$ cat config.mk
export PLATFORM = sky130hd
export DESIGN_NAME = mac_array_ctrl
export DESIGN_NICKNAME = d
export VERILOG_FILES = /design/src/rtl/mac_array_ctrl.sv
export SDC_FILE = /design/constraint.sdc
export NUM_CORES = 1
export LEC_CHECK = 0
export BUFFER_PORTS_ARGS = -buffer_cell sky130_fd_sc_hd__buf_2
export CORE_ASPECT_RATIO = 1.4
export CORE_UTILIZATION = 50
export CTS_CLUSTER_DIAMETER = 30
export DETAILED_ROUTE_END_ITERATION = 6
export HOLD_SLACK_MARGIN = 0.05
export MAX_ROUTING_LAYER = met4
export PLACE_DENSITY = 0.8
export SKIP_CTS_REPAIR_TIMING = 1
export SYNTH_ARGS = -nofsm -noshare
export SYNTH_HDL_FRONTEND = slang
export SYNTH_SLANG_ARGS = --single-unit
$ cat constraint.sdc
create_clock -name clk -period 2.5 [get_ports clk]
set_input_delay 0.125 -clock clk [delete_from_list [all_inputs] [get_ports clk]]
set_output_delay 0.125 -clock clk [all_outputs]
set_load 0.02 [all_outputs]
$ cat src/rtl/mac_array_ctrl.sv
// mac_array_ctrl: sequencing controller for the 2D weight-stationary MAC array.
// One start runs kernel load, skew settle, activation streaming and result drain.
// Optional build macro MAC_ARRAY_CTRL_TIMEOUT_EN adds a drain-timeout counter
// that raises a sticky err flag and forces completion; without it err is 0.
module mac_array_ctrl #(
  parameter int row    = 8,
  parameter int col    = 8,
  parameter int LEN_BW = 8,
  parameter int TO_BW  = 12
) (
  input  logic              clk,
  input  logic              reset,
  input  logic              start,
  input  logic [LEN_BW-1:0] cfg_len,
  input  logic              cfg_data_mode,
  input  logic              cfg_mode,
  input  logic              fifo_empty,
  input  logic [col-1:0]    valid,
  output logic [1:0]        inst_w,
  output logic              data_mode,
  output logic              mode,
  output logic              rd_en,
  output logic              busy,
  output logic              done,
  output logic              err,
  output logic [LEN_BW-1:0] out_cnt
);

  // One counter is shared by LOAD, SETTLE and EXEC, so it must hold the largest limit.
  localparam int SETTLE_MAX = row + col;
  localparam int CNT_BW = ($clog2(SETTLE_MAX + 1) > LEN_BW) ? $clog2(SETTLE_MAX + 1) : LEN_BW;

  typedef enum logic [2:0] {
    S_IDLE,
    S_LOAD,
    S_SETTLE,
    S_EXEC,
    S_DRAIN,
    S_DONE
  } state_t;

  state_t            r_state;
  logic [CNT_BW-1:0] r_cnt;
  logic [LEN_BW-1:0] r_len;
  logic [LEN_BW-1:0] r_out_cnt;
  logic [1:0]        r_inst_w;
  logic              r_rd_en;
  logic              r_busy;
  logic              r_done;
  logic              r_data_mode;
  logic              r_mode;
  // A start is registered first; the FSM acts on it one edge later.
  logic              r_start_q;
  logic              r_zero_q;

  logic              w_issue;
  logic              w_result;
  logic [CNT_BW-1:0] w_settle_len;
  logic [CNT_BW-1:0] w_len_ext;
  logic              w_unused;

  assign w_issue      = ~fifo_empty;
  assign w_result     = valid[col-1] && ((r_state == S_EXEC) || (r_state == S_DRAIN));
  assign w_settle_len = r_data_mode ? CNT_BW'(col) : CNT_BW'(SETTLE_MAX);
  assign w_len_ext    = CNT_BW'(r_len);
  // Only the last column's valid marks a result leaving the south edge.
  assign w_unused     = &{1'b0, valid[col-2:0]};

`ifdef MAC_ARRAY_CTRL_TIMEOUT_EN
  localparam logic [TO_BW-1:0] TO_LIMIT = TO_BW'(2 * (row + col));
  logic [TO_BW-1:0] r_to_cnt;
  logic             r_err;
`endif

  // Main sequencer: state, counters and every registered output.
  always_ff @(posedge clk) begin
    if (reset) begin
      r_state     <= S_IDLE;
      r_cnt       <= '0;
      r_len       <= '0;
      r_out_cnt   <= '0;
      r_inst_w    <= 2'b00;
      r_rd_en     <= 1'b0;
      r_busy      <= 1'b0;
      r_done      <= 1'b0;
      r_data_mode <= 1'b0;
      r_mode      <= 1'b0;
      r_start_q   <= 1'b0;
      r_zero_q    <= 1'b0;
`ifdef MAC_ARRAY_CTRL_TIMEOUT_EN
      r_to_cnt    <= '0;
      r_err       <= 1'b0;
`endif
    end else begin
      r_done    <= 1'b0;
      r_inst_w  <= 2'b00;
      r_rd_en   <= 1'b0;
      r_start_q <= 1'b0;
      r_zero_q  <= 1'b0;
      if (w_result && (r_out_cnt != r_len)) begin
        r_out_cnt <= r_out_cnt + LEN_BW'(1);
      end
      case (r_state)
        S_IDLE: begin
          if (r_start_q) begin
            r_state <= S_LOAD;
            r_busy  <= 1'b1;
            r_cnt   <= w_issue ? CNT_BW'(1) : '0;
            if (w_issue) begin
              r_inst_w <= 2'b01;
              r_rd_en  <= 1'b1;
            end
          end else if (r_zero_q) begin
            r_state <= S_DONE;
            r_busy  <= 1'b1;
            r_done  <= 1'b1;
          end else if (start) begin
            if (cfg_len != '0) begin
              r_len       <= cfg_len;
              r_data_mode <= cfg_data_mode;
              r_mode      <= cfg_mode;
              r_out_cnt   <= '0;
              r_start_q   <= 1'b1;
`ifdef MAC_ARRAY_CTRL_TIMEOUT_EN
              r_err       <= 1'b0;
`endif
            end else begin
              r_zero_q <= 1'b1;
            end
          end
        end
        // r_cnt counts accepted cycles including the one being issued.
        S_LOAD: begin
          if (r_cnt == CNT_BW'(col)) begin
            r_state <= S_SETTLE;
            r_cnt   <= CNT_BW'(1);
          end else if (w_issue) begin
            r_inst_w <= 2'b01;
            r_rd_en  <= 1'b1;
            r_cnt    <= r_cnt + CNT_BW'(1);
          end
        end
        S_SETTLE: begin
          if (r_cnt == w_settle_len) begin
            r_state <= S_EXEC;
            r_cnt   <= w_issue ? CNT_BW'(1) : '0;
            if (w_issue) begin
              r_inst_w <= 2'b10;
              r_rd_en  <= 1'b1;
            end
          end else begin
            r_cnt <= r_cnt + CNT_BW'(1);
          end
        end
        S_EXEC: begin
          if (r_cnt == w_len_ext) begin
            r_state  <= S_DRAIN;
`ifdef MAC_ARRAY_CTRL_TIMEOUT_EN
            r_to_cnt <= '0;
`endif
          end else if (w_issue) begin
            r_inst_w <= 2'b10;
            r_rd_en  <= 1'b1;
            r_cnt    <= r_cnt + CNT_BW'(1);
          end
        end
        S_DRAIN: begin
          if (r_out_cnt == r_len) begin
            r_state <= S_DONE;
            r_done  <= 1'b1;
          end
`ifdef MAC_ARRAY_CTRL_TIMEOUT_EN
          else if (valid[col-1]) begin
            r_to_cnt <= '0;
          end else if (r_to_cnt == TO_LIMIT - TO_BW'(1)) begin
            r_err   <= 1'b1;
            r_state <= S_DONE;
            r_done  <= 1'b1;
          end else begin
            r_to_cnt <= r_to_cnt + TO_BW'(1);
          end
`endif
        end
        S_DONE: begin
          r_state <= S_IDLE;
          r_busy  <= 1'b0;
        end
        default: begin
          r_state <= S_IDLE;
          r_busy  <= 1'b0;
        end
      endcase
    end
  end

`ifdef MAC_ARRAY_CTRL_TIMEOUT_EN
  assign err = r_err;
`else
  logic [TO_BW-1:0] w_unused_to;
  assign w_unused_to = '0;
  assign err         = 1'b0;
`endif

  assign inst_w    = r_inst_w;
  assign rd_en     = r_rd_en;
  assign busy      = r_busy;
  assign done      = r_done;
  assign data_mode = r_data_mode;
  assign mode      = r_mode;
  assign out_cnt   = r_out_cnt;

endmodule

==> impl_metrics.json, run 1 <==
{
  "ys_ff_latch": 36,
  "post-route-period-util_pct": 88.6,
  "status": "completed",
  "first_pass_iters": 4,
  "ys_top_cells_by_count": "dfxtp_1 (36), xor2_1 (16), nor2_1 (14), nand2_1 (12), nand3_1 (12)",
  "slowest_stage": "or4b_4",
  "io_buffers": 29,
  "grt_pass1_wl_mm": 7.83,
  "syn_to_final_growth_pct": 17.4,
  "clk_pin_slew_worst_paths_ns": 0.08,
  "syn_area_per_cell_um2": 9.05,
  "crit_buf_inv": 1,
  "hold_violations": 0,
  "slowest_delay_ns": 0.50,
  "tritoncts": "built",
  "viasPerCell": 6.17,
  "power_density_nw_per_um2": 834,
  "vdd_drop_max_mv": 0.555,
  "core_area_um2": 3740,
  "min_period_ns": 2.21,
  "dieArea_um2": 4260,
  "yosys-top-cells-area": "dfxtp_1 (36%), xor2_1 (7.0%), a22o_1 (4.4%)",
  "dp_hpwl_mm": 3.44,
  "dr_total_vias": 1856,
  "wire_per_inst_um": 15.9,
  "synthArstFlopShare_pct": 0,
  "clock_latency_ns": 0.29,
  "finalSetupTns_ns": 0,
  "setup_viol": 0,
  "cp-start-kind": "flop",
  "ys.flop_type": "dfxtp_1",
  "die_h_um": 76.8,
  "hold_path.class": "in -> reg",
  "grt_pass1_vias": 1720,
  "worstSetupEndpointType": "flop",
  "die_w_um": 55.5,
  "synth_top_area_share_pct": 36.0,
  "cts.path.max_buffers": 2,
  "cp_data_required_time_ns": 2.67,
  "gp_congestion": 0.935,
  "crit_fanout": 5,
  "rows": 26,
  "timing.hold.ws_ns": 0.0539,
  "critPathKind": "reg -> reg",
  "p_leak_nw": 1.02,
  "synth_area_um2": 2000,
  "ys_types": 58,
  "grt_antenna_before_repair": 0,
  "yosysMostFrequentCell": "dfxtp_1",
  "synth.largest_area_cell": "dfxtp_1",
  "worst_pin_slew_ns": 0.786,
  "nFillCells": 315,
  "first_iter_violations": 74,
  "rsz0062_at_grt": "no",
  "antenna_cells": 0,
  "grt.total_usage_pct": 24.0,
  "initial_core_util_pct": 53.5,
  "max-slew-margin-rel_pct": 47.3,
  "ys_warn_count": 0,
  "grt_overflow": 0,
  "synth-edff-count": 0,
  "cp_data_arrival_time_ns": 2.38,
  "cts.sinks": 36,
  "skew_ns": 0.00475,
  "drt-total-wl_mm": 4.79,
  "slew_viol_final": 0,
  "drc": 0,
  "cts-root-buf": "clkbuf_8",
  "cp_cell_sequence": "inv_1, ha_1, or4b_4, nor4_4, nor2_1, o31ai_2, o211ai_1",
  "cts_made_buffers": 5,
  "syn_nets": 246,
  "htree_levels": 2,
  "ys_seq_area_share_pct": 36.0,
  "fin_nets": 283,
  "grt_max_degree": 17,
  "fmax_mhz": 452,
  "final_antenna_net_count": 0,
  "critical-path-top-delay-family": "simple AND/OR/NAND/NOR gates",
  "synthCells": 221,
  "maxCapViolCount": 0,
  "drive_above_1_share_pct": 23.6,
  "io_pins": 38
}
[routing by layer]
metal / share of wire, % / vias up / global-route usage (%)
met5: 0 / - / -
met3: 4.5 / 16 / 5.40
met2: 51 / 61 / 40.1
met4: 3.8 / 0 / 15.5
met1: 40 / 882 / 25.2
li1: - / 897 / -
[power breakdown]
part	internal (mW)	leakage, nW	switching [mW]
Sequential	0.646	0.292	0.104
Clock	0.295	0.0541	0.219
Combinational	0.302	0.670	0.393
[logic make-up after synthesis]
| family | count (synthesis) | share of synthesized area, % |
|---|---|---|
| AO/OA/AOI/OAI | 50 | 19.1 |
| buffers and inverters | 18 | 3.69 |
| other | 1 | 0.187 |
| XOR/XNOR | 22 | 9.63 |
| multiplexers | 2 | 1.00 |
| flip-flops | 36 | 36.0 |
| adder cells (fa/ha/maj) | 3 | 1.88 |
| AND/OR/NAND/NOR | 89 | 28.5 |
[sequential cells by signal, indices dropped and copies added (netlist names), 2 cells and up]
| signal | count |
|---|---|
| out_cnt | 8 |
| r_len | 8 |
| r_state | 3 |
| r_cnt | 8 |
| inst_w | 2 |
[worst paths after layout]
check	slack, ns	cells past startpoint	end	from
setup / recovery	0.29	7	r_cnt[3]$_SDFFE_PP0P_	r_cnt[1]$_SDFFE_PP0P_
setup reg to reg	0.29	7	r_cnt[3]$_SDFFE_PP0P_	r_cnt[1]$_SDFFE_PP0P_
hold reg to reg	0.48	2	busy$_SDFFE_PP0P_	busy$_SDFFE_PP0P_
hold / removal	0.05	2	data_mode$_SDFFE_PP0P_	cfg_data_mode
[worst register-to-register path, stage by stage, from the launching register on]
cell and delay [ns]:
dfxtp_1 0.35, inv_1 0.08, ha_1 0.13, or4b_4 0.50, nor4_4 0.34, nor2_1 0.15, o31ai_2 0.41, o211ai_1 0.13
[layout make-up]
type / count / area [um^2] / area share, %
multi-input cells: 167 / 1210 / 51.3
clock buffers: 5 / 68.8 / 2.93
flip-flops and latches: 36 / 721 / 30.7
well taps: 42 / 52.6 / 2.24
repair buffers: 39 / 225 / 9.58
clock inverters: 3 / 42.5 / 1.81
inverters: 9 / 33.8 / 1.44
[per-stage QoR]
| stage | total power [mW] | cell area [um^2] | cells | utilization [%] | setup WS [ns] |
|---|---|---|---|---|---|
| global placement | 1.44 | 2220 | 291 | 59.3 | 0.308 |
| global route | 2.07 | 2350 | 301 | 62.8 | 0.102 |
| CTS | 1.96 | 2330 | 299 | 62.3 | 0.277 |
| finish | 1.96 | 2350 | 301 | 62.8 | 0.285 |
| detailed placement | 1.44 | 2220 | 291 | 59.3 | 0.308 |
| floorplan | 1.22 | 2000 | 221 | - | 0.445 |
[layout by cell type (no fill, tap or decap), types with 2 or more instances in the layout]
cell type / n
a211oi_1: 5
a21oi_1: 6
a22o_1: 10
a31oi_1: 3
and3_1: 7
and3_2: 2
and3b_1: 2
buf_2: 29
buf_4: 8
clkbuf_8: 5
dfxtp_1: 36
dlygate4sd3_1: 2
ha_1: 3
inv_1: 9
mux2i_1: 2
nand2_1: 12
nand3_1: 12
nand3b_1: 2
nand4_1: 6
nand4b_1: 5
nor2_1: 14
nor2b_1: 2
nor3_1: 3
nor4_1: 5
nor4_2: 3
o211ai_1: 7
o21ai_0: 2
o21ai_1: 2
o22ai_1: 2
o311ai_1: 2
xnor2_1: 6
xor2_1: 16
(Power assumes the default switching activity.)
==> inputs of run 2 (changes only) <==
--- a/config.mk
+++ b/config.mk
@@ -12,7 +12,7 @@
 export DETAILED_ROUTE_END_ITERATION = 6
 export HOLD_SLACK_MARGIN = 0.05
 export MAX_ROUTING_LAYER = met4
-export PLACE_DENSITY = 0.8
+export PLACE_DENSITY = 0.73
 export SKIP_CTS_REPAIR_TIMING = 1
 export SYNTH_ARGS = -nofsm -noshare
 export SYNTH_HDL_FRONTEND = slang
==> run 2 against run 1 <==
First-iteration DRC count is 18% higher. Routed wire length is 2.1% higher. Sequential power up 0.8%. Design area shrank 0.16%. Global-route usage is 0.46 points higher. Non-clock buffer count stayed put. Combinational power rose by 0.6%. Clock skew up 0.00068 ns. Maximum frequency is 1.6% lower.
==> impl_metrics.json, run 2 (same netlist as run 1, synthesis figures left out) <==
{
  "post-route-cell-area_um2": 2350,
  "cp_data_arrival_time_ns": 2.41,
  "worst_pin_slew_ns": 0.846,
  "rows": 26,
  "die_w_um": 55.5,
  "io_pins": 38,
  "min-delay-start": "cfg_len[0]",
  "crit_buf_inv": 1,
  "holdPathStages": 2,
  "final_common_cell": "dfxtp_1",
  "grt.total_usage_pct": 24.5,
  "critPathKind": "reg -> reg",
  "hold_path.class": "in -> reg",
  "reg2reg_depth": 7,
  "slew_viol_final": 0,
  "total_power_mw": 1.95,
  "first_iter_violations": 87,
  "post-route-period-util_pct": 90.0,
  "place_area_um2": 2220,
  "status": "completed",
  "cp_cell_sequence": "inv_1, ha_1, or4b_4, nor4_4, nor2_1, o31ai_2, o211ai_1",
  "grt_pass1_vias": 1667,
  "min_to": "r_len[0]$_SDFFE_PP0P_",
  "io_buffers": 29,
  "grt_pass1_wl_mm": 8.05,
  "p_leak_nw": 1.02,
  "crit_fanout": 5,
  "r2r_slack_ns": 0.25,
  "slowest_delay_ns": 0.50,
  "final_cell_mix": "dfxtp_1 (36), buf_2 (29), xor2_1 (16), nor2_1 (14)",
  "cp-start-kind": "flop",
  "final_antenna_net_count": 0,
  "cp_data_required_time_ns": 2.66,
  "first_pass_iters": 4,
  "gp_congestion": 0.858,
  "max-slew-margin-rel_pct": 43.4,
  "drc": 0,
  "tritoncts": "built",
  "grt_antenna_before_repair": 0,
  "core_area_um2": 3740,
  "grt_max_degree": 17,
  "cts_made_buffers": 5,
  "min_period_ns": 2.25,
  "clock_latency_ns": 0.28,
  "finalSetupTns_ns": 0,
  "slowest_stage": "or4b_4",
  "dp_hpwl_mm": 3.56,
  "reg2reg_from": "r_cnt[1]$_SDFFE_PP0P_",
  "cts-root-buf": "clkbuf_8",
  "dieArea_um2": 4260,
  "path_depth": 7,
  "die_h_um": 76.8,
  "rsz0062_at_grt": "no",
  "cts.sinks": 36,
  "skew_ns": 0.00543,
  "drive_above_1_share_pct": 23.2,
  "drt-total-wl_mm": 4.89,
  "syn_to_final_growth_pct": 17.3,
  "worstSetupEndpointType": "flop",
  "grt_overflow": 0,
  "wire_per_inst_um": 16.2,
  "fmax_mhz": 444,
  "power_density_nw_per_um2": 833,
  "nFillCells": 336,
  "initial_core_util_pct": 53.5,
  "antenna_cells": 0,
  "critical-path-top-delay-family": "simple AND/OR/NAND/NOR gates",
  "clk_pin_slew_worst_paths_ns": 0.07,
  "cts.path.max_buffers": 2,
  "htree_levels": 2,
  "timing.hold.ws_ns": 0.0680,
  "setup_viol": 0,
  "fin_nets": 283,
  "r2r-end": "r_cnt[3]$_SDFFE_PP0P_",
  "hold_violations": 0,
  "dr_total_vias": 1851,
  "maxCapViolCount": 0,
  "vdd_drop_max_mv": 0.523,
  "viasPerCell": 6.15
}
-- run 2: per-stage QoR --
| step | std cells | utilization (%) | setup slack, ns |
|---|---|---|---|
| 2_1_floorplan | 221 | - | 0.445 |
| 3_3_place_gp | 291 | 59.3 | 0.288 |
| 3_5_place_dp | 291 | 59.3 | 0.260 |
| 4_1_cts | 299 | 62.2 | 0.234 |
| 5_1_grt | 301 | 62.7 | 0.0725 |
| 6_report | 301 | 62.7 | 0.250 |
-- run 2: final cells by class --
class	count	area (um^2)	area share (%)
multi-input combinational	167	1210	51.4
clock buffer	6	72.6	3.09
clock inverter	2	35.0	1.49
timing repair buffer	39	225	9.60
inverter	9	33.8	1.44
tap	42	52.6	2.24
sequential	36	721	30.7
-- run 2: power breakdown --
part	switching, mW	internal (mW)
registers	0.109	0.646
clock network	0.205	0.296
logic	0.396	0.302
total	0.710	1.24
-- run 2: layer usage --
| metal | vias to the layer above | GRT usage (%) | share of wire, % |
|---|---|---|---|
| li1 | 897 | - | - |
| met1 | 889 | 27.5 | 41 |
| met2 | 51 | 42.0 | 52 |
| met3 | 14 | 4.72 | 3.3 |
| met4 | 0 | 10.3 | 3.2 |
| met5 | - | - | 0 |
-- run 2: worst max-delay path by stage --
stage / to / slack [ns] / startpoint
global route: r_cnt[3]$_SDFFE_PP0P_ / 0.07 / r_cnt[1]$_SDFFE_PP0P_
finish: r_cnt[3]$_SDFFE_PP0P_ / 0.25 / r_cnt[1]$_SDFFE_PP0P_
global placement: r_cnt[6]$_SDFFE_PP0P_ / 0.29 / r_cnt[1]$_SDFFE_PP0P_
floorplan: r_state[0]$_SDFFE_PP0P_ / 0.44 / r_cnt[0]$_SDFFE_PP0P_
detailed placement: r_cnt[3]$_SDFFE_PP0P_ / 0.26 / r_cnt[1]$_SDFFE_PP0P_
CTS: r_cnt[3]$_SDFFE_PP0P_ / 0.23 / r_cnt[1]$_SDFFE_PP0P_
